--- config.mk ---
export PLATFORM = sky130hd
export DESIGN_NAME = rtc_calendar
export DESIGN_NICKNAME = d
export VERILOG_FILES = /design/src/rtl/rtc_pkg.sv /design/src/rtl/rtc_days_in_month.sv /design/src/rtl/rtc_calendar.sv
export SDC_FILE = /design/constraint.sdc
export NUM_CORES = 1
export LEC_CHECK = 0
export ABC_AREA = 1
export BUFFER_PORTS_ARGS = -buffer_cell sky130_fd_sc_hd__buf_4
export CAP_MARGIN = 10
export CELL_PAD_IN_SITES_DETAIL_PLACEMENT = 0
export CELL_PAD_IN_SITES_GLOBAL_PLACEMENT = 1
export CORE_UTILIZATION = 41
export DETAILED_ROUTE_END_ITERATION = 10
export GPL_TIMING_DRIVEN = 1
export PLACE_DENSITY_LB_ADDON = 0.1
export SKIP_LAST_GASP = 1
export SYNTH_ARGS = -nofsm -noshare
export SYNTH_HDL_FRONTEND = slang
export SYNTH_SLANG_ARGS = --single-unit
--- constraint.sdc ---
create_clock -name clk -period 8.6 [get_ports clk]
set_input_delay 0.43 -clock clk [delete_from_list [all_inputs] [get_ports clk]]
set_output_delay 0.43 -clock clk [all_outputs]
set_load 0.01 [all_outputs]
--- src/rtl/rtc_pkg.sv ---
// rtc_pkg: shared constants and helpers for the real-time calendar.
//   - Field widths for month/day/hour/minute/second/weekday.
//   - Month constants JAN..DEC.
//   - is_leap(): Gregorian leap-year test on an absolute year.
package rtc_pkg;

  localparam int unsigned MON_W  = 4;
  localparam int unsigned DAY_W  = 5;
  localparam int unsigned HR_W   = 5;
  localparam int unsigned MIN_W  = 6;
  localparam int unsigned SEC_W  = 6;
  localparam int unsigned WDAY_W = 3;

  localparam logic [MON_W-1:0] JAN = 4'd1;
  localparam logic [MON_W-1:0] FEB = 4'd2;
  localparam logic [MON_W-1:0] MAR = 4'd3;
  localparam logic [MON_W-1:0] APR = 4'd4;
  localparam logic [MON_W-1:0] MAY = 4'd5;
  localparam logic [MON_W-1:0] JUN = 4'd6;
  localparam logic [MON_W-1:0] JUL = 4'd7;
  localparam logic [MON_W-1:0] AUG = 4'd8;
  localparam logic [MON_W-1:0] SEP = 4'd9;
  localparam logic [MON_W-1:0] OCT = 4'd10;
  localparam logic [MON_W-1:0] NOV = 4'd11;
  localparam logic [MON_W-1:0] DEC = 4'd12;

  function automatic logic is_leap(input logic [31:0] year);
    return ((year % 32'd4 == 32'd0) && (year % 32'd100 != 32'd0)) ||
           (year % 32'd400 == 32'd0);
  endfunction

endpackage

--- src/rtl/rtc_days_in_month.sv ---
// rtc_days_in_month: combinational month length lookup.
//   month : month number, 1..12
//   leap  : the year in question is a leap year
//   days  : number of days in that month; 0 for an out-of-range month
module rtc_days_in_month
  import rtc_pkg::*;
(
  input  logic [MON_W-1:0] month,
  input  logic             leap,
  output logic [DAY_W-1:0] days
);

  always_comb begin
    days = '0;
    case (month)
      JAN, MAR, MAY, JUL, AUG, OCT, DEC: days = 5'd31;
      APR, JUN, SEP, NOV:                days = 5'd30;
      FEB:                               days = leap ? 5'd29 : 5'd28;
      default:                           days = '0;
    endcase
  end

endmodule

--- src/rtl/rtc_calendar.sv ---
// rtc_calendar: Gregorian calendar/time-of-day counter advanced by a 1 s strobe.
//   clk, rst          : clock, asynchronous active-low reset
//   tick              : one-cycle 1 s strobe
//   set_en, set_*     : validated load of all fields (load beats a same-cycle tick)
//   alarm_en, alarm_* : h:m:s alarm compare against tick-caused updates
//   year..wday        : current calendar fields
//   leap              : current year is a leap year
//   min_carry         : pulse when a tick changes the minute
//   day_carry         : pulse when a tick rolls the day over
//   set_err           : pulse when a load is rejected
//   alarm_hit         : pulse registered with the tick update that hits the alarm
module rtc_calendar
  import rtc_pkg::*;
#(
  parameter int unsigned YEAR_W    = 16,
  parameter int unsigned YEAR_MIN  = 2000,
  parameter int unsigned YEAR_MAX  = 2399,
  parameter int unsigned RST_YEAR  = 2021,
  parameter int unsigned RST_MONTH = 5,
  parameter int unsigned RST_DAY   = 30,
  parameter int unsigned RST_WDAY  = 0
) (
  input  logic              clk,
  input  logic              rst,
  input  logic              tick,
  input  logic              set_en,
  input  logic [YEAR_W-1:0] set_year,
  input  logic [MON_W-1:0]  set_month,
  input  logic [DAY_W-1:0]  set_day,
  input  logic [HR_W-1:0]   set_hour,
  input  logic [MIN_W-1:0]  set_min,
  input  logic [SEC_W-1:0]  set_sec,
  input  logic [WDAY_W-1:0] set_wday,
  input  logic              alarm_en,
  input  logic [HR_W-1:0]   alarm_hour,
  input  logic [MIN_W-1:0]  alarm_min,
  input  logic [SEC_W-1:0]  alarm_sec,
  output logic [YEAR_W-1:0] year,
  output logic [MON_W-1:0]  month,
  output logic [DAY_W-1:0]  day,
  output logic [HR_W-1:0]   hour,
  output logic [MIN_W-1:0]  minute,
  output logic [SEC_W-1:0]  second,
  output logic [WDAY_W-1:0] wday,
  output logic              leap,
  output logic              min_carry,
  output logic              day_carry,
  output logic              set_err,
  output logic              alarm_hit
);

  localparam logic [YEAR_W-1:0] YearMinL = YEAR_W'(YEAR_MIN);
  localparam logic [YEAR_W-1:0] YearMaxL = YEAR_W'(YEAR_MAX);

  logic [YEAR_W-1:0] year_q,  year_d,  year_inc;
  logic [MON_W-1:0]  month_q, month_d, month_inc;
  logic [DAY_W-1:0]  day_q,   day_d,   day_inc;
  logic [HR_W-1:0]   hour_q,  hour_d,  hour_inc;
  logic [MIN_W-1:0]  min_q,   min_d,   min_inc;
  logic [SEC_W-1:0]  sec_q,   sec_d,   sec_inc;
  logic [WDAY_W-1:0] wday_q,  wday_d,  wday_inc;
  logic              min_carry_q, min_carry_d;
  logic              day_carry_q, day_carry_d;
  logic              set_err_q,   set_err_d;
  logic              alarm_hit_q, alarm_hit_d;

  logic [DAY_W-1:0] cur_dim, set_dim;
  logic             set_leap, set_valid, do_load, do_tick;
  logic             sec_wrap, min_wrap, hr_wrap, day_wrap, mon_wrap;

  assign leap     = is_leap(32'(year_q));
  assign set_leap = is_leap(32'(set_year));

  rtc_days_in_month u_cur_dim (
    .month (month_q),
    .leap  (leap),
    .days  (cur_dim)
  );

  rtc_days_in_month u_set_dim (
    .month (set_month),
    .leap  (set_leap),
    .days  (set_dim)
  );

  // set_dim is 0 for an illegal month, so the day bound also rejects it.
  assign set_valid = (set_month >= JAN) && (set_month <= DEC) &&
                     (set_day != '0) && (set_day <= set_dim) &&
                     (set_hour <= 5'd23) && (set_min <= 6'd59) && (set_sec <= 6'd59) &&
                     (set_wday <= 3'd6) &&
                     (set_year >= YearMinL) && (set_year <= YearMaxL);

  assign do_load = set_en && set_valid;
  // A rejected load leaves the tick to advance time as usual.
  assign do_tick = tick && !do_load;

  // Single carry chain from seconds up to the year.
  always_comb begin
    sec_wrap = (sec_q == 6'd59);
    min_wrap = sec_wrap && (min_q == 6'd59);
    hr_wrap  = min_wrap && (hour_q == 5'd23);
    day_wrap = hr_wrap && (day_q == cur_dim);
    mon_wrap = day_wrap && (month_q == DEC);

    sec_inc   = sec_wrap ? '0 : sec_q + 6'd1;
    min_inc   = min_q;
    hour_inc  = hour_q;
    day_inc   = day_q;
    month_inc = month_q;
    year_inc  = year_q;
    wday_inc  = wday_q;
    if (sec_wrap) min_inc = min_wrap ? '0 : min_q + 6'd1;
    if (min_wrap) hour_inc = hr_wrap ? '0 : hour_q + 5'd1;
    if (hr_wrap) begin
      day_inc  = day_wrap ? 5'd1 : day_q + 5'd1;
      wday_inc = (wday_q == 3'd6) ? '0 : wday_q + 3'd1;
    end
    if (day_wrap) month_inc = mon_wrap ? JAN : month_q + 4'd1;
    if (mon_wrap) year_inc = (year_q == YearMaxL) ? YearMinL : year_q + 1'b1;
  end

  always_comb begin
    year_d      = year_q;
    month_d     = month_q;
    day_d       = day_q;
    hour_d      = hour_q;
    min_d       = min_q;
    sec_d       = sec_q;
    wday_d      = wday_q;
    min_carry_d = 1'b0;
    day_carry_d = 1'b0;
    set_err_d   = set_en && !set_valid;
    alarm_hit_d = 1'b0;
    if (do_load) begin
      year_d  = set_year;
      month_d = set_month;
      day_d   = set_day;
      hour_d  = set_hour;
      min_d   = set_min;
      sec_d   = set_sec;
      wday_d  = set_wday;
    end else if (do_tick) begin
      year_d      = year_inc;
      month_d     = month_inc;
      day_d       = day_inc;
      hour_d      = hour_inc;
      min_d       = min_inc;
      sec_d       = sec_inc;
      wday_d      = wday_inc;
      min_carry_d = sec_wrap;
      day_carry_d = hr_wrap;
      // Incremented fields are always legal, so illegal alarm values never match.
      alarm_hit_d = alarm_en && (hour_inc == alarm_hour) && (min_inc == alarm_min) &&
                    (sec_inc == alarm_sec);
    end
  end

  always_ff @(posedge clk or negedge rst) begin
    if (!rst) begin
      year_q      <= YEAR_W'(RST_YEAR);
      month_q     <= MON_W'(RST_MONTH);
      day_q       <= DAY_W'(RST_DAY);
      hour_q      <= '0;
      min_q       <= '0;
      sec_q       <= '0;
      wday_q      <= WDAY_W'(RST_WDAY);
      min_carry_q <= 1'b0;
      day_carry_q <= 1'b0;
      set_err_q   <= 1'b0;
      alarm_hit_q <= 1'b0;
    end else begin
      year_q      <= year_d;
      month_q     <= month_d;
      day_q       <= day_d;
      hour_q      <= hour_d;
      min_q       <= min_d;
      sec_q       <= sec_d;
      wday_q      <= wday_d;
      min_carry_q <= min_carry_d;
      day_carry_q <= day_carry_d;
      set_err_q   <= set_err_d;
      alarm_hit_q <= alarm_hit_d;
    end
  end

  assign year      = year_q;
  assign month     = month_q;
  assign day       = day_q;
  assign hour      = hour_q;
  assign minute    = min_q;
  assign second    = sec_q;
  assign wday      = wday_q;
  assign min_carry = min_carry_q;
  assign day_carry = day_carry_q;
  assign set_err   = set_err_q;
  assign alarm_hit = alarm_hit_q;

endmodule

# --- After elaboration in Yosys (flattened, before gate mapping) ---
# Index checks and enable logic that the tools add are counted.
# Widths: inputs -> output; s select.
op_classes:
  div_mod_pow: 4
  n_lt_le_gt_ge: 9
  n_mux: 37
  n_addsub: 7
  n_eq_ne: 33
  n_reduce_logical: 43
ops:
  columns: ["op", "n"]
  rows:
  - ["$logic_not 32->1", 4]
  - ["$mod 16x7->32 const B", 2]
  - ["$mod 16x9->32 const B", 2]
  - ["$mux 16", 4]
  - ["$reduce_bool 32->1", 2]
  - ["$mux 6", 7]
  - ["$eq 4x4->1 const B", 10]
  - ["$mux 5", 8]
  - ["$eq 4x3->1 const B", 8]
  - ["$pmux 5 s3", 2]
  - ["$logic_and 1x1->1", 21]
  - ["$add 16x1->16 const B", 1]
  - ["$eq 16x12->1 const B", 1]
  - ["$eq 4x2->1 const B", 4]
  - ["$ge 16x11->1 const B", 1]
  - ["$le 16x12->1 const B", 1]
  - ["$mux 4", 4]
  - ["$reduce_or 7->1", 2]
  - ["$add 6x1->6 const B", 2]
  - ["$eq 6x6->1", 2]
  - ["$eq 6x6->1 const B", 2]
  - ["$le 6x6->1 const B", 2]
  - ["$mux 3", 4]
  - ["$add 5x1->5 const B", 2]
  - ["other kinds (18)", 35]
totals:
  word_cells: 144
  output_inout_bits: 50
  inputBits: 67
  ff_bits: 49

# --- Logic depth before layout (Yosys ltp) ---
logic_depth:
  ltp_word: 19
  mapped_depth: 81
  depth_no_buf: 80

# --- Hierarchy ---
# Synthesis repeated with hierarchy kept, for this count alone.
hier_totals:
  hier_cells: 1210
  area_unflattened_um2: 7649.8
modules_own_cells:
  columns: ["mod", "area_each_um2", "instances", "seq_area_each_um2", "cells_each"]
  rows:
  - ["rtc_calendar", 7457.2, 1, 1243.7, 1166]
  - ["rtc_days_in_month", 96.3, 2, 0.0, 22]

# --- Worst setup path before layout ---
# No wires, ideal clock.
synth_path:
  kind: "input to register"
  start: "input set_year[13]"
  end: "register month_q[3] (netlist: month[3])"
  t_required_ps: 8478
  slack_ps: 443
  n_path_buf: 2
  path_stages: 68
  setup_ps: 122
  arrival_ps: 8035
  path_cell_list: "nor2_2 > a21oi_1 > ha_1 > o21ai_0 > nand2_1 > nor2_1 > nand3_1 > nand3_2 > xor2_1 > nor2_1 > nand2_1 > nand2_1 > inv_2 > nor2_4 > nand2_2 > nand2_1 > nand2_1 > clkinv_1 > [... 32 more ...] > nand2_1 > nand2_1 > o21ai_1 > nand3_1 > nand2_1 > nand2_1 > nand2_1 > nand2_1 > ha_1 > o221ai_1 > o21ai_0 > nand3_1 > clkinv_1 > or2_2 > clkbuf_1 > clkbuf_1 > a21oi_1 > a21oi_1"
synth_via:
  elab_chain_len: 19
  elab_cells_between_ends: 25
  cone_classes: "2 x div; 3 x order compare; 3 x mux; 17 x reduce/logical"
synth_rtl:
  columns: ["element", "line_no", "source"]
  rows:
  - ["start: declaration", "rtc_calendar.sv:27", "input logic [YEAR_W-1:0] set_year,"]
  - ["$mod 16x7->32", "rtc_pkg.sv:28", "return ((year % 32'd4 == 32'd0) && (year % 32'd100 != 32'd0)) ||"]
  - ["$reduce_bool 32->1", "rtc_pkg.sv:28", null]
  - ["$logic_and 1x1->1", "rtc_pkg.sv:28", null]
  - ["$logic_or 1x1->1", "rtc_pkg.sv:28", null]
  - ["$mux 1", "rtc_days_in_month.sv:18", "FEB: days = leap ? 5'd29 : 5'd28;"]
  - ["$pmux 5 s3", "rtc_days_in_month.sv:15", "case (month)"]
  - ["$le 5x5->1", "rtc_calendar.sv:88", "(set_day != '0) && (set_day <= set_dim) &&"]
  - ["$logic_and 1x1->1 (2 in series)", "rtc_calendar.sv:88", null]
  - ["$logic_and 1x1->1 (3 in series)", "rtc_calendar.sv:89", "(set_hour <= 5'd23) && (set_min <= 6'd59) && (set_sec <= 6'd59) &&"]
  - ["$logic_and 1x1->1", "rtc_calendar.sv:90", "(set_wday <= 3'd6) &&"]
  - ["$logic_and 1x1->1 (*)", "rtc_calendar.sv:91", "(set_year >= YearMinL) && (set_year <= YearMaxL);"]
  - ["$logic_and 1x1->1 (*)", "rtc_calendar.sv:93", "assign do_load = set_en && set_valid;"]
  - ["$logic_not 1->1", "rtc_calendar.sv:95", "assign do_tick = tick && !do_load;"]
  - ["$logic_and 1x1->1", "rtc_calendar.sv:95", null]
  - ["$reduce_bool 2->1 (no source line)", null, null]
  - ["$reduce_and 2->1 (no source line)", null, null]
  - ["end signal: assignment", "rtc_calendar.sv:161", "month_q <= MON_W'(RST_MONTH);"]
  - ["end signal: assignment", "rtc_calendar.sv:173", "month_q <= month_d;"]
  - ["end: declaration", "rtc_calendar.sv:56", "logic [MON_W-1:0] month_q, month_d, month_inc;"]
# Every way passes the cells marked *; elsewhere a longest branch is shown, timed or not.
# A chain may end at the register's enable or synchronous reset.

# --- Worst setup path after layout ---
layout_path:
  start: "input set_year[12]"
  end: "register year_q[9] (netlist: year[9])"
layout_via:
  elab_chain_len: 19
  elab_cells_between_ends: 25
  cone_classes: "2 x div; 3 x order compare; 3 x mux; 17 x reduce/logical"
layout_rtl:
  columns: ["element", "line_no", "source"]
  rows:
  - ["$mod 16x7->32", "rtc_pkg.sv:28", null]
  - ["$reduce_bool 32->1", "rtc_pkg.sv:28", null]
  - ["$logic_and 1x1->1", "rtc_pkg.sv:28", null]
  - ["$logic_or 1x1->1", "rtc_pkg.sv:28", null]
  - ["$mux 1", "rtc_days_in_month.sv:18", null]
  - ["$pmux 5 s3", "rtc_days_in_month.sv:15", null]
  - ["$le 5x5->1", "rtc_calendar.sv:88", null]
  - ["$logic_and 1x1->1 (2 in series)", "rtc_calendar.sv:88", null]
  - ["$logic_and 1x1->1 (3 in series)", "rtc_calendar.sv:89", null]
  - ["$logic_and 1x1->1", "rtc_calendar.sv:90", null]
  - ["$logic_and 1x1->1 (*)", "rtc_calendar.sv:91", null]
  - ["$logic_and 1x1->1 (*)", "rtc_calendar.sv:93", null]
  - ["$logic_not 1->1", "rtc_calendar.sv:95", null]
  - ["$logic_and 1x1->1", "rtc_calendar.sv:95", null]
  - ["$reduce_bool 2->1 (no source line)", null, null]
  - ["$reduce_and 2->1 (no source line)", null, null]
  - ["end signal: assignment", "rtc_calendar.sv:160", "year_q <= YEAR_W'(RST_YEAR);"]
  - ["end signal: assignment", "rtc_calendar.sv:172", "year_q <= year_d;"]
  - ["end: declaration", "rtc_calendar.sv:55", "logic [YEAR_W-1:0] year_q, year_d, year_inc;"]
# Marked as above.

==> key figures <==
Synth
  – Ys async rst share: 1.000
  – Sequential share of the synthesized area: 0.1520
  – Synth area leader: nand2_1
  – YS warnings: 0
  – Area contributors post-synth: nand2_1 18%, dfrtp_1 11%, nand3_1 8.9%, inv_1 8.3%, nor2_1 4.8%
  – Mean Syn Cell Area: 5.919 um2
  – Most common library cells after synthesis: 401 x nand2_1, 181 x inv_1, 146 x nand3_1
  – EDFF count, synth: 0
  – Synth Net Count: around 1500
  – Share of the synthesized area in the top cell type: 0.1840
  – Syn Std Cell Area: between 0.008 and 0.009 mm2
  – Synth unique cells: 58
  – Post-synthesis cell count: about 1400
  – Most numerous cell in the Yosys netlist: nand2_1
  – Yosys reg bits: 49
  – Dominant synthesized flop cell: dfrtp_1

Die
  – Rows: between 50 and 60
  – Height of the chip: roughly 140 um
  – Starting density of the core: 0.4189
  – Horiz. Die Dim: between 100 and 150 um
  – Core ar.: 0.01953 mm2
  – Die area: slightly above 0.02 mm2
  – Ports: 117

Hold path
  – HP Class: in2async

CTS
  – CTS root buffer: clkbuf_16
  – CTS clk-pin slew, worst paths: around 0.07 ns
  – Max clock buf depth: 2
  – Num Clock Sinks: 49
  – TritonCTS clock tree: built
  – H-tree Lvls: 2
  – Worst skew pair latency: 0.29 ns
  – Post-cts hold buffer count: 0
  – TritonCTS buffer count: 5

Drt
  – Starting DRT DRC Count: 444
  – DRC Markers: 0
  – DR WL/cell: 14.14 um
  – Vias: about 9300
  – First drt pass iteration count: 5
  – Routed WL: 25.25 mm
  – Via density: 5.220
  – Antenna viol nets, final: 0

Worst setup path
  – Critical path's slowest cell: ha_1
  – Critical path's largest stage delay: about 0.29 ns
  – FF-to-FF End: year[11]
  – Setup CP Type: in2reg
  – CP Capture Type: register
  – R2R depth: 63
  – Critical-path maximum fanout: 8
  – WP buf/inv: 9
  – Worst r2r src: year[12]
  – R2R setup slack: ~0.77 ns
  – Startpoint types: input pin
  – CP top delay family: simple AND/OR/NAND/NOR gates
  – Most frequent CP cell: nand2_2
  – Crit path arrival time: around 8 ns
  – WP data required: about 8.8 ns

Global routing
  – First-pass GRT wire length: between 40 and 50 mm
  – Largest net degree at the start of global routing: 50
  – GRT overflow: 0
  – GRT Overall Usage: 0.2408
  – Initial antenna violation count: 0
  – Vias in the first global route: roughly 8400

STA
  – Worst-case clock skew: about 0.0041 ns
  – Max Freq: around 130 MHz
  – Setup Viol. Count Final: 0
  – Hold Fails Final Rpt: 0
  – Slew Limit Fails: 0
  – Slew margin rel.: 0.3337
  – RSZ-0062 raised after global routing: true
  – Worst Slack Setup Final: between 0.6 and 0.7 ns
  – Slew @ Worst Pin: just under 1 ns
  – Final worst-path cycle share: 0.9289
  – Final min period: between 7 and 8 ns

Placement
  – Port Buffers: ~120
  – GPL Wtd Cong: approximately 0.88
  – DP Worst Slack: -0.04416 ns
  – Inst Count DP: 1760
  – Final HPWL DP: approximately 20 mm
  – DP Area: 0.009425 mm2

Layout
  – Fill count: 2120
  – Final #Nets: ~1600
  – Multi-input gate area: roughly 0.0063 mm2
  – Area delta synth->final: 22.87%
  – N_diodes: 0
  – Cell Count, Final, Fillers Out: between 1500 and 2000
  – Util after Layout: 0.5147
  – Register area: 0.001247 mm2
  – Share of layout cells above drive strength 1: 0.2599
  – Finished Cell Area: 0.01005 mm2

Outcome
  – Status: finished, final reports clean

Power and ir drop
  – Worst VDD drop: between 0.15 and 0.2 mV
  – Pleak: between 5 and 6 nW
  – P per Cell Area: between 200 and 300 mW/mm2

Job
  – Number of max-cap violations: 0
==> power breakdown <==
part | internal [mW] | switching (mW) | leakage, nW
clock network | 0.146 | 0.0936 | 0.0841
logic | 0.791 | 1.37 | 4.50
registers | 0.265 | 0.0464 | 0.592
==> layout make-up <==
class | count | area share
clock buffer | 7 | 0.01419
tap | 265 | 0.03299
sequential | 49 | 0.1241
timing repair buffer | 159 | 0.1252
clock inverter | 1 | 0.002988
multi-input combinational | 1098 | 0.6236
inverter | 206 | 0.07693
==> per-layer routing <==
metal / track usage / vias to the layer above / share of wire
li1: - / 4828 / -
met1: 0.3121 / 4282 / 0.45
met2: 0.4308 / 189 / 0.50
met3: 0.02716 / 18 / 0.042
met4: 0.04255 / 0 / 0.0092
met5: 0 / - / 0
==> flip-flops by register name (all words and copies together), names as in the netlist <==
register,flops
alarm_hit,1
day,5
day_carry,1
hour,5
min_carry,1
minute,6
month,4
second,6
set_err,1
wday,3
year,16
==> worst reg2reg max path: cells and delay by family, from the launching register on <==
| kind | cells | cell delay [ns] |
|---|---|---|
| buf+inv | 2 | 0.25 |
| compound gates | 2 | 0.14 |
| fa+ha+maj | 1 | 0.27 |
| simple gates | 58 | 6.55 |
| flops | 1 | 0.50 |
==> through the flow <==
step | hold WS (ns) | setup TNS (ns) | power (mW)
after CTS | 0.1887 | 0 | 2.542
after global placement | 0.5035 | 0 | 2.297
final | 0.1580 | 0 | 2.711
after detailed placement | 0.5053 | -0.6840 | 2.294
after global routing | 0.2147 | -1.888 | 2.999
after floorplan | 0.1344 | 0 | 1.866
==> timing repair <==
item,in CTS,in global routing
endpoints found under the setup margin,0,48
setup buffers,0,14
resized for setup,0,79
==> logic make-up (layout without fill, tap and decap cells) <==
| kind of cell | after synthesis | count (layout) | share of synthesized area |
|---|---|---|---|
| fa+ha+maj | 17 | 17 | 0.02600 |
| xor+xnor | 42 | 42 | 0.04497 |
| simple gates | 882 | 882 | 0.5352 |
| buf+inv | 235 | 373 | 0.1162 |
| compound gates | 157 | 157 | 0.1256 |
| flops | 49 | 49 | 0.1520 |
==> layout by cell type (no fill, tap or decap), types with 16 or more instances in the layout <==
| cell type | synthesis | layout |
|---|---|---|
| nand2_2 | 53 | 67 |
| o21ai_0 | 39 | 34 |
| inv_1 | 181 | 180 |
| nor2_4 | 11 | 18 |
| nor2_1 | 105 | 99 |
| nand3_2 | 13 | 16 |
| nor3_1 | 26 | 23 |
| dfrtp_1 | 35 | 32 |
| nand4_1 | 62 | 62 |
| a21oi_1 | 36 | 33 |
| buf_4 | 4 | 152 |
| o21ai_2 | 18 | 20 |
| nand3_1 | 146 | 139 |
| xor2_1 | 35 | 33 |
| ha_1 | 17 | 17 |
| nand2_4 | 20 | 25 |
| nand2_1 | 401 | 382 |
| inv_2 | 19 | 22 |
==> how the worst max path moves through the flow <==
stage / startpoint / slack, ns / cells past startpoint / end
final: set_year[12] / 0.61 / 72 / year[9]
after floorplan: set_year[13] / 0.44 / 68 / month[3]
after detailed placement: set_year[12] / -0.04 / 70 / second[5]
after global placement: set_year[12] / 0.06 / 70 / year[12]
after CTS: set_year[12] / 0.23 / 72 / year[4]
after global routing: set_year[12] / -0.13 / 73 / year[9]
(Power assumes the default switching activity.)
